File: config.mk
export PLATFORM = sky130hd
export DESIGN_NAME = tree_scatter
export DESIGN_NICKNAME = d
export VERILOG_FILES = /design/src/rtl/tree_scatter.sv
export SDC_FILE = /design/constraint.sdc
export NUM_CORES = 1
export LEC_CHECK = 0
export ABC_AREA = 1
export ABC_CLOCK_PERIOD_IN_PS = 3900
export CAP_MARGIN = 15
export CORE_UTILIZATION = 40
export DETAILED_ROUTE_END_ITERATION = 8
export HOLD_SLACK_MARGIN = 0.02
export PLACE_DENSITY = 0.69
export SYNTH_ARGS = -nofsm -noshare
export SYNTH_HDL_FRONTEND = slang
export SYNTH_SLANG_ARGS = --single-unit
File: constraint.sdc
create_clock -name clk -period 3.9 [get_ports clk]
set_clock_uncertainty 0.2 [all_clocks]
set_input_delay 0.78 -clock clk [delete_from_list [all_inputs] [get_ports clk]]
set_output_delay 0.78 -clock clk [all_outputs]
set_load 0.005 [all_outputs]
File: src/rtl/tree_scatter.sv
// Multi-level scatter tree: a root transaction is narrowed one base-CHUNK digit
// per stage and delivered to one leaf (unicast) or all leaves (broadcast).
module tree_scatter #(
    parameter int WIDTH  = 16,
    parameter int CHUNK  = 4,
    parameter int DATA_W = 8
) (
    input  logic              clk,
    input  logic              rst,
    input  logic              in_valid,
    output logic              in_ready,
    input  logic [$clog2(WIDTH)-1:0] in_addr,
    input  logic              in_bcast,
    input  logic [DATA_W-1:0] in_data,
    output logic [WIDTH-1:0]  out_valid,
    input  logic [WIDTH-1:0]  out_ready,
    output logic [DATA_W-1:0] out_data,
    output logic [15:0]       deliv_cnt
);
    localparam int AW     = $clog2(WIDTH);
    localparam int CB     = $clog2(CHUNK);
    localparam int LEVELS = AW / CB;
    localparam int OS     = LEVELS - 1;

    logic [LEVELS-1:0] v;
    logic [LEVELS-1:0] b;
    logic [DATA_W-1:0] d [LEVELS];
    logic [AW-1:0]     a [LEVELS];
    logic [WIDTH-1:0]  m [LEVELS];

    logic [LEVELS-1:0] load;
    logic [LEVELS-1:0] leave;
    logic [LEVELS-1:0] ld_b;
    logic [DATA_W-1:0] ld_d [LEVELS];
    logic [AW-1:0]     ld_a [LEVELS];
    logic [WIDTH-1:0]  ld_m [LEVELS];
    logic              done;
    logic              free0;
    logic [WIDTH-1:0]  acc;

    // Leaves whose top (lvl+1) digits match those of addr.
    function automatic logic [WIDTH-1:0] sel(input int lvl,
                                             input logic [AW-1:0] addr);
        logic [WIDTH-1:0] r;
        logic [AW-1:0]    idx;
        int               sh;
        r  = '0;
        sh = AW - (lvl + 1) * CB;
        for (int i = 0; i < WIDTH; i++) begin
            idx  = AW'(i);
            r[i] = ((idx >> sh) == (addr >> sh));
        end
        return r;
    endfunction

    assign out_valid = m[OS] & {WIDTH{v[OS]}};
    assign out_data  = d[OS];
    assign acc       = out_valid & out_ready;
    assign in_ready  = !rst && free0;

    always_comb begin
        logic f;
        done  = v[OS] && ((m[OS] & ~out_ready) == '0);
        leave = '0;
        leave[OS] = done;
        f = !v[OS] || done;
        for (int j = OS - 1; j >= 0; j--) begin
            leave[j] = v[j] && f;
            f = !v[j] || (v[j] && f);
        end
        free0 = f;
        load    = '0;
        load[0] = in_valid && in_ready;
        ld_b[0] = in_bcast;
        ld_d[0] = in_data;
        ld_a[0] = in_addr;
        ld_m[0] = in_bcast ? '1 : sel(0, in_addr);
        for (int j = 1; j < LEVELS; j++) begin
            load[j] = leave[j-1];
            ld_b[j] = b[j-1];
            ld_d[j] = d[j-1];
            ld_a[j] = a[j-1];
            ld_m[j] = b[j-1] ? '1 : (m[j-1] & sel(j, a[j-1]));
        end
    end

    always_ff @(posedge clk or posedge rst) begin
        if (rst) begin
            v         <= '0;
            b         <= '0;
            deliv_cnt <= '0;
            for (int j = 0; j < LEVELS; j++) begin
                d[j] <= '0;
                a[j] <= '0;
                m[j] <= '0;
            end
        end else begin
            deliv_cnt <= deliv_cnt + {15'd0, done};
            for (int j = 0; j < LEVELS; j++) begin
                if (load[j]) begin
                    v[j] <= 1'b1;
                    b[j] <= ld_b[j];
                    d[j] <= ld_d[j];
                    a[j] <= ld_a[j];
                    m[j] <= ld_m[j];
                end else if (j == OS) begin
                    // Output stage retires leaf by leaf until fully accepted.
                    if (done) v[j] <= 1'b0;
                    else      m[j] <= m[j] & ~acc;
                end else if (leave[j]) begin
                    v[j] <= 1'b0;
                end
            end
        end
    end
endmodule
==> results of run 1 <==
-- state kept, by name, indices dropped and copies added (netlist names) --
| register | flops |
|---|---|
| out_data | 8 |
| deliv_cnt | 16 |
| d | 8 |
| b | 1 |
| m | 20 |
| v | 2 |
| a | 4 |
-- worst max-delay path, cell delays in order --
cell and delay, ns:
clkdlybuf4s50_1 0.47, inv_1 0.04, nand2_1 0.07, nand2_1 0.06, inv_1 0.05, nand2_1 0.08
nor2_2 0.15, nand2_4 0.09, nand3_4 0.07, nand2_1 0.07, inv_1 0.05, clkdlybuf4s50_1 0.49
-- cell type report --
cell class / count / area [um^2]
clock inverter: 2 / 10.0
timing repair buffer: 75 / 743
multi-input combinational: 260 / 1290
inverter: 75 / 282
tap: 102 / 128
sequential: 59 / 1480
clock buffer: 13 / 169
fill: 777 / 3700
-- worst max path at each step --
stage,start,end,slack [ns],cells past startpoint
after floorplan,out_ready[7],deliv_cnt[12]$_DFF_PP0_,1.16,16
after global placement,out_ready[0],deliv_cnt[12]$_DFF_PP0_,0.29,17
after detailed placement,out_ready[0],deliv_cnt[12]$_DFF_PP0_,0.29,17
after CTS,out_ready[0],in_ready,0.43,12
after global routing,out_ready[9],in_ready,0.33,12
final,out_ready[0],in_ready,0.46,12
-- power by group through the flow --
stage / Clock (mW) / Sequential (mW) / Combinational (mW)
final: 0.511 / 1.04 / 1.17
after global routing: 0.549 / 1.08 / 1.35
after CTS: 0.528 / 1.04 / 1.18
after detailed placement: 0 / 1.05 / 1.18
after global placement: 0 / 1.04 / 1.15
after floorplan: 0 / 0.961 / 0.928
-- cells by family after synthesis --
family                     after synthesis
AOI/OAI and AO/OA                       35
DFF                                     59
adders and majority gates                2
buffers and inverters                  103
and+or+nand+nor                        209
xor gates and xnor gates                14
-- cell usage after synthesis (2+ instances only) --
cell / number / share of area
dfrtp_1: 59 / 0.45
inv_1: 75 / 0.086
xnor2_1: 5 / 0.013
ha_1: 2 / 0.0076
nand2_2: 2 / 0.0038
nand4_1: 21 / 0.040
nand3_1: 28 / 0.043
a21oi_1: 8 / 0.012
nand2_1: 136 / 0.16
nand2_4: 3 / 0.010
nor2_2: 3 / 0.0057
o21ai_1: 8 / 0.012
clkbuf_1: 6 / 0.0069
nand3_4: 2 / 0.011
buf_6: 6 / 0.021
nor3_2: 2 / 0.0061
xor2_1: 9 / 0.024
o21ai_0: 12 / 0.018
a31oi_1: 7 / 0.013
buf_4: 11 / 0.025
nor2_1: 9 / 0.010
-- routing by layer --
layer  global-route usage  wire length (um)  up-vias
li1                     -                 -     1416
met4               0.0859               134        0
met2                0.297              3230       49
met5                    0                 0        -
met3               0.0304               287       11
met1                0.219              3080     1221
-- per-stage QoR --
| step | total power, mW | std cells | hold slack (ns) |
|---|---|---|---|
| floorplan | 1.89 | 422 | 0.242 |
| global placement | 2.19 | 571 | 0.257 |
| detailed placement | 2.23 | 571 | 0.261 |
| CTS | 2.75 | 586 | 0.277 |
| global route | 2.98 | 586 | 0.304 |
| finish | 2.72 | 586 | 0.273 |
-- cell usage in the layout, fill, tap and decap left out --
master	Yosys	routed
o21ai_1	8	8
nand4_1	21	21
a31oi_1	7	7
a21oi_1	8	8
nand3_4	2	2
inv_2	0	1
clkdlybuf4s50_1	0	72
xor2_1	9	9
nand2_2	2	2
nand3_1	28	28
nor2_2	3	3
nor3_2	2	2
clkbuf_1	6	1
nand2_4	3	3
nand3_2	1	1
dfrtp_1	59	59
nor3_1	1	1
nor2_1	9	9
buf_4	11	3
nand4_2	1	1
o21ai_0	12	12
inv_1	75	74
clkinv_2	0	2
ha_1	2	2
nand2_1	136	136
clkbuf_8	0	12
xnor2_1	5	5
==> results.json, run 1 <==
{
  "clockBufferDepth": 2,
  "worst_slack_ns": 0.458,
  "syn2layout_area_growth_pct": 25.3,
  "htreeDepth": 3,
  "min_from": "d[10]$_DFFE_PP0P_",
  "drive_above_1_share": 0.0661,
  "synth_fa_ha_area_frac": 0.00764,
  "netlist_area_um2": 3270,
  "setup-tns-final_ns": 0,
  "cts_resized": 0,
  "finalMaxSlewViolations": 0,
  "row_count": 32,
  "comb_power_share": 0.429,
  "worst_ep_required_time_ns": 2.92,
  "crit_type": "in -> out",
  "antenna_left": 0,
  "cts_root_buffer": "clkbuf_8",
  "p_per_area_nw_per_um2": 662,
  "postRouteWirelength_um": 6740,
  "chipWidth_um": 92.5,
  "cts.hold.buffers_added": 0,
  "drt_iter0_markers": 127,
  "coreArea_um2": 7810,
  "cts_sinks": 59,
  "synth_mux_area_frac": 0,
  "grt_usage": 0.177,
  "seq_power_share": 0.382,
  "avgViaCountPerCell": 4.60,
  "clkTransAtPathRegs_ns": 0.06,
  "grt_pass1_vias": 2669,
  "synth_compound_area_frac": 0.0562,
  "rr_endpoint": "deliv_cnt[10]$_DFF_PP0_",
  "hold_violations": 0,
  "drtPass1Iterations": 4,
  "period_share": 0.883,
  "design_area_um2": 4100,
  "reg2reg_depth": 10,
  "place_ws_ns": 0.290,
  "ys_warn_count": 0,
  "vias": 2697,
  "wl_per_cell_um": 11.5,
  "ios": 73,
  "finalCriticalPeriod_ns": 3.44,
  "drc": 0,
  "final_core_util": 0.525,
  "grt_max_degree": 78,
  "ys.flop_type": "dfrtp_1",
  "synthCells": 422,
  "postSynthAreaPerCell_um2": 7.76,
  "synth-xor-area-share": 0.0374,
  "fmax_ghz": 0.291,
  "routabilityCongestion": 0.753,
  "insertion_delay_ns": 0.34,
  "ir_worst_vdd_uv": 235,
  "ys_seq_area_frac": 0.451,
  "cts_inserted_buffers": 9,
  "grt_overflow": 0,
  "synth-edff-count": 0,
  "rsz0062_at_grt": "false",
  "synth.distinct_cells": 29,
  "cts_tree": "yes",
  "synth-async-reset-ratio": 1.00,
  "max_cap_viol_count": 0,
  "ys_ff_latch": 59,
  "start_util": 0.419,
  "p_int_mw": 1.63,
  "die-area_um2": 8550,
  "synth-simple-area-share": 0.294,
  "hold_depth": 2,
  "fin_nets": 514,
  "r2r-start": "v[1]$_DFFE_PP0P_",
  "grt_pass1_wl_um": 12000,
  "io_buffers": 72,
  "min_to": "d[10]$_DFFE_PP0P_",
  "finalSetupViolCount": 0,
  "hpwl_um": 4720,
  "worst_pin_slew_ns": 0.901,
  "relSlewSlack": 0.400,
  "cp-start-kind": "primary input",
  "syn_nets": 456,
  "cts_setup_buffers": 0,
  "swShare": 0.398,
  "r2r_slack_ns": 1.18,
  "p_clk_frac": 0.188,
  "hp-class": "reg -> reg",
  "status": "finished, final reports clean",
  "synth_top_family_by_area": "simple AND/OR/NAND/NOR gates",
  "crit_fanout": 3,
  "fp.dieH_um": 92.5,
  "critPathCaptureType": "primary output",
  "diodes": 0,
  "antenna_found_initial": 0,
  "postPlaceCellArea_um2": 3920,
  "switching_power_mw": 1.08,
  "p_leak_nw": 2.29,
  "worstPathArrival_ns": 2.46
}
Note: power is estimated with default switching activity, not from simulation.
==> inputs of run 2 (changes only) <==
- MAX_ROUTING_LAYER: default -> met4
==> results.json, run 2 (synthesis gave the netlist of run 1 again) <==
{
  "avgViaCountPerCell": 4.59,
  "start_util": 0.419,
  "finalCriticalPeriod_ns": 3.44,
  "wl_per_cell_um": 11.5,
  "crit_type": "in -> out",
  "critPathCaptureType": "primary output",
  "p_per_area_nw_per_um2": 661,
  "seq_power_share": 0.383,
  "finalMaxSlewViolations": 0,
  "switching_power_mw": 1.08,
  "worst_ep_required_time_ns": 2.92,
  "power.total_mw": 2.71,
  "antenna_left": 0,
  "design_area_um2": 4100,
  "ios": 73,
  "grt_usage": 0.182,
  "fp.dieH_um": 92.5,
  "final_cells": 586,
  "crit_fanout": 3,
  "drive_above_1_share": 0.0661,
  "cts_tree": "yes",
  "crit_path_frequent_cell": "nand2_1",
  "setup-tns-final_ns": 0,
  "p_int_mw": 1.63,
  "cp-start-kind": "primary input",
  "holdWs_ns": 0.273,
  "diodes": 0,
  "worst_pin_slew_ns": 0.901,
  "crit_family": "buffers and inverters",
  "syn2layout_area_growth_pct": 25.3,
  "worstPathArrival_ns": 2.46,
  "max_cap_viol_count": 0,
  "grt_pass1_wl_um": 12000,
  "nFillCells": 777,
  "ir_worst_vdd_uv": 236,
  "grt_overflow": 0,
  "fin_nets": 514,
  "drtPass1Iterations": 4,
  "relSlewSlack": 0.400,
  "cts_resized": 0,
  "regMostFlops": "m",
  "worstPathBufferInverterCount": 5,
  "regArea_um2": 1480,
  "p_clk_frac": 0.187,
  "hpwl_um": 4720,
  "row_count": 32,
  "cts_setup_buffers": 0,
  "period_share": 0.883,
  "startpoint": "out_ready[0]",
  "drt_iter0_markers": 133,
  "p_leak_nw": 2.29,
  "die-area_um2": 8550,
  "place_ws_ns": 0.290,
  "grt_max_degree": 78,
  "chipWidth_um": 92.5,
  "comb_power_share": 0.430,
  "vias": 2689,
  "postPlaceCellArea_um2": 3920,
  "top_regs": "m x20, deliv_cnt x16",
  "postRouteWirelength_um": 6740,
  "cts_inserted_buffers": 9,
  "final_common_cell": "nand2_1",
  "cp_cell_sequence": "clkdlybuf4s50_1 > inv_1 > nand2_1 > nand2_1 > inv_1 > nand2_1 > nor2_2 > nand2_4 > nand3_4 > nand2_1 > inv_1 > clkdlybuf4s50_1",
  "multi_input_area_um2": 1290,
  "swShare": 0.398,
  "fmax_ghz": 0.291,
  "htreeDepth": 3,
  "routabilityCongestion": 0.762,
  "final_core_util": 0.525,
  "status": "finished, final reports clean",
  "hold_violations": 0,
  "hp-class": "reg -> reg",
  "drc": 0,
  "final_cell_mix": "nand2_1, inv_1, clkdlybuf4s50_1",
  "slowest_stage": "clkdlybuf4s50_1",
  "place_inst": 571,
  "finalSetupViolCount": 0,
  "clockBufferDepth": 2,
  "min_from": "d[10]$_DFFE_PP0P_",
  "rsz0062_at_grt": "false",
  "grt_pass1_vias": 2667,
  "cts_root_buffer": "clkbuf_8",
  "largest_reg_flops": 20,
  "worst_slack_ns": 0.458,
  "clkTransAtPathRegs_ns": 0.06,
  "antenna_found_initial": 0,
  "coreArea_um2": 7810,
  "insertion_delay_ns": 0.34,
  "io_buffers": 72,
  "cts.hold.buffers_added": 0,
  "cts_sinks": 59,
  "cp_slowest_stage_delay_ns": 0.49,
  "r2r-start": "v[1]$_DFFE_PP0P_"
}
==> run 2: cell counts in the layout (fill, tap and decap cells not counted) <==
Identical to the previous run, type by type.
==> run 2: power by group through the flow <==
stage / Sequential, mW / Combinational [mW] / Clock (mW)
final: 1.04 / 1.17 / 0.509
after CTS: 1.04 / 1.18 / 0.528
after detailed placement: 1.05 / 1.18 / 0
after floorplan: 0.961 / 0.928 / 0
after global placement: 1.04 / 1.15 / 0
after global routing: 1.08 / 1.35 / 0.550
==> run 2: worst register-to-register path, delay by kind of cell, from the launching register on <==
family        cells  cell delay (ns)
xor+xnor          1             0.15
buf+inv           2             0.15
simple gates      5             0.82
flops             1             0.84
fa+ha+maj         2             0.45
==> run 2: metal layers <==
metal	GRT usage	wire length, um
met3	0.0369	259
met1	0.223	3120
met5	-	0
met4	0.0742	78
met2	0.295	3280
==> run 2: worst paths after layout <==
| path | depth (start not counted) | endpoint | slack [ns] |
|---|---|---|---|
| max reg2reg | 10 | deliv_cnt[10]$_DFF_PP0_ | 1.17 |
| max in group asynchronous | 3 | m[19]$_DFFE_PP0P_ | 2.05 |
| min | 2 | d[10]$_DFFE_PP0P_ | 0.27 |
| min reg2reg | 2 | d[10]$_DFFE_PP0P_ | 0.27 |
| min in group asynchronous | 3 | d[14]$_DFFE_PP0P_ | 0.86 |
| max | 12 | in_ready | 0.46 |
==> run 2: layout make-up <==
cell class                 instances  area share
timing repair buffer              75       0.181
clock inverter                     2     0.00244
inverter                          75      0.0686
tap                              102      0.0311
multi-input combinational        260       0.316
sequential                        59       0.360
clock buffer                      13      0.0412
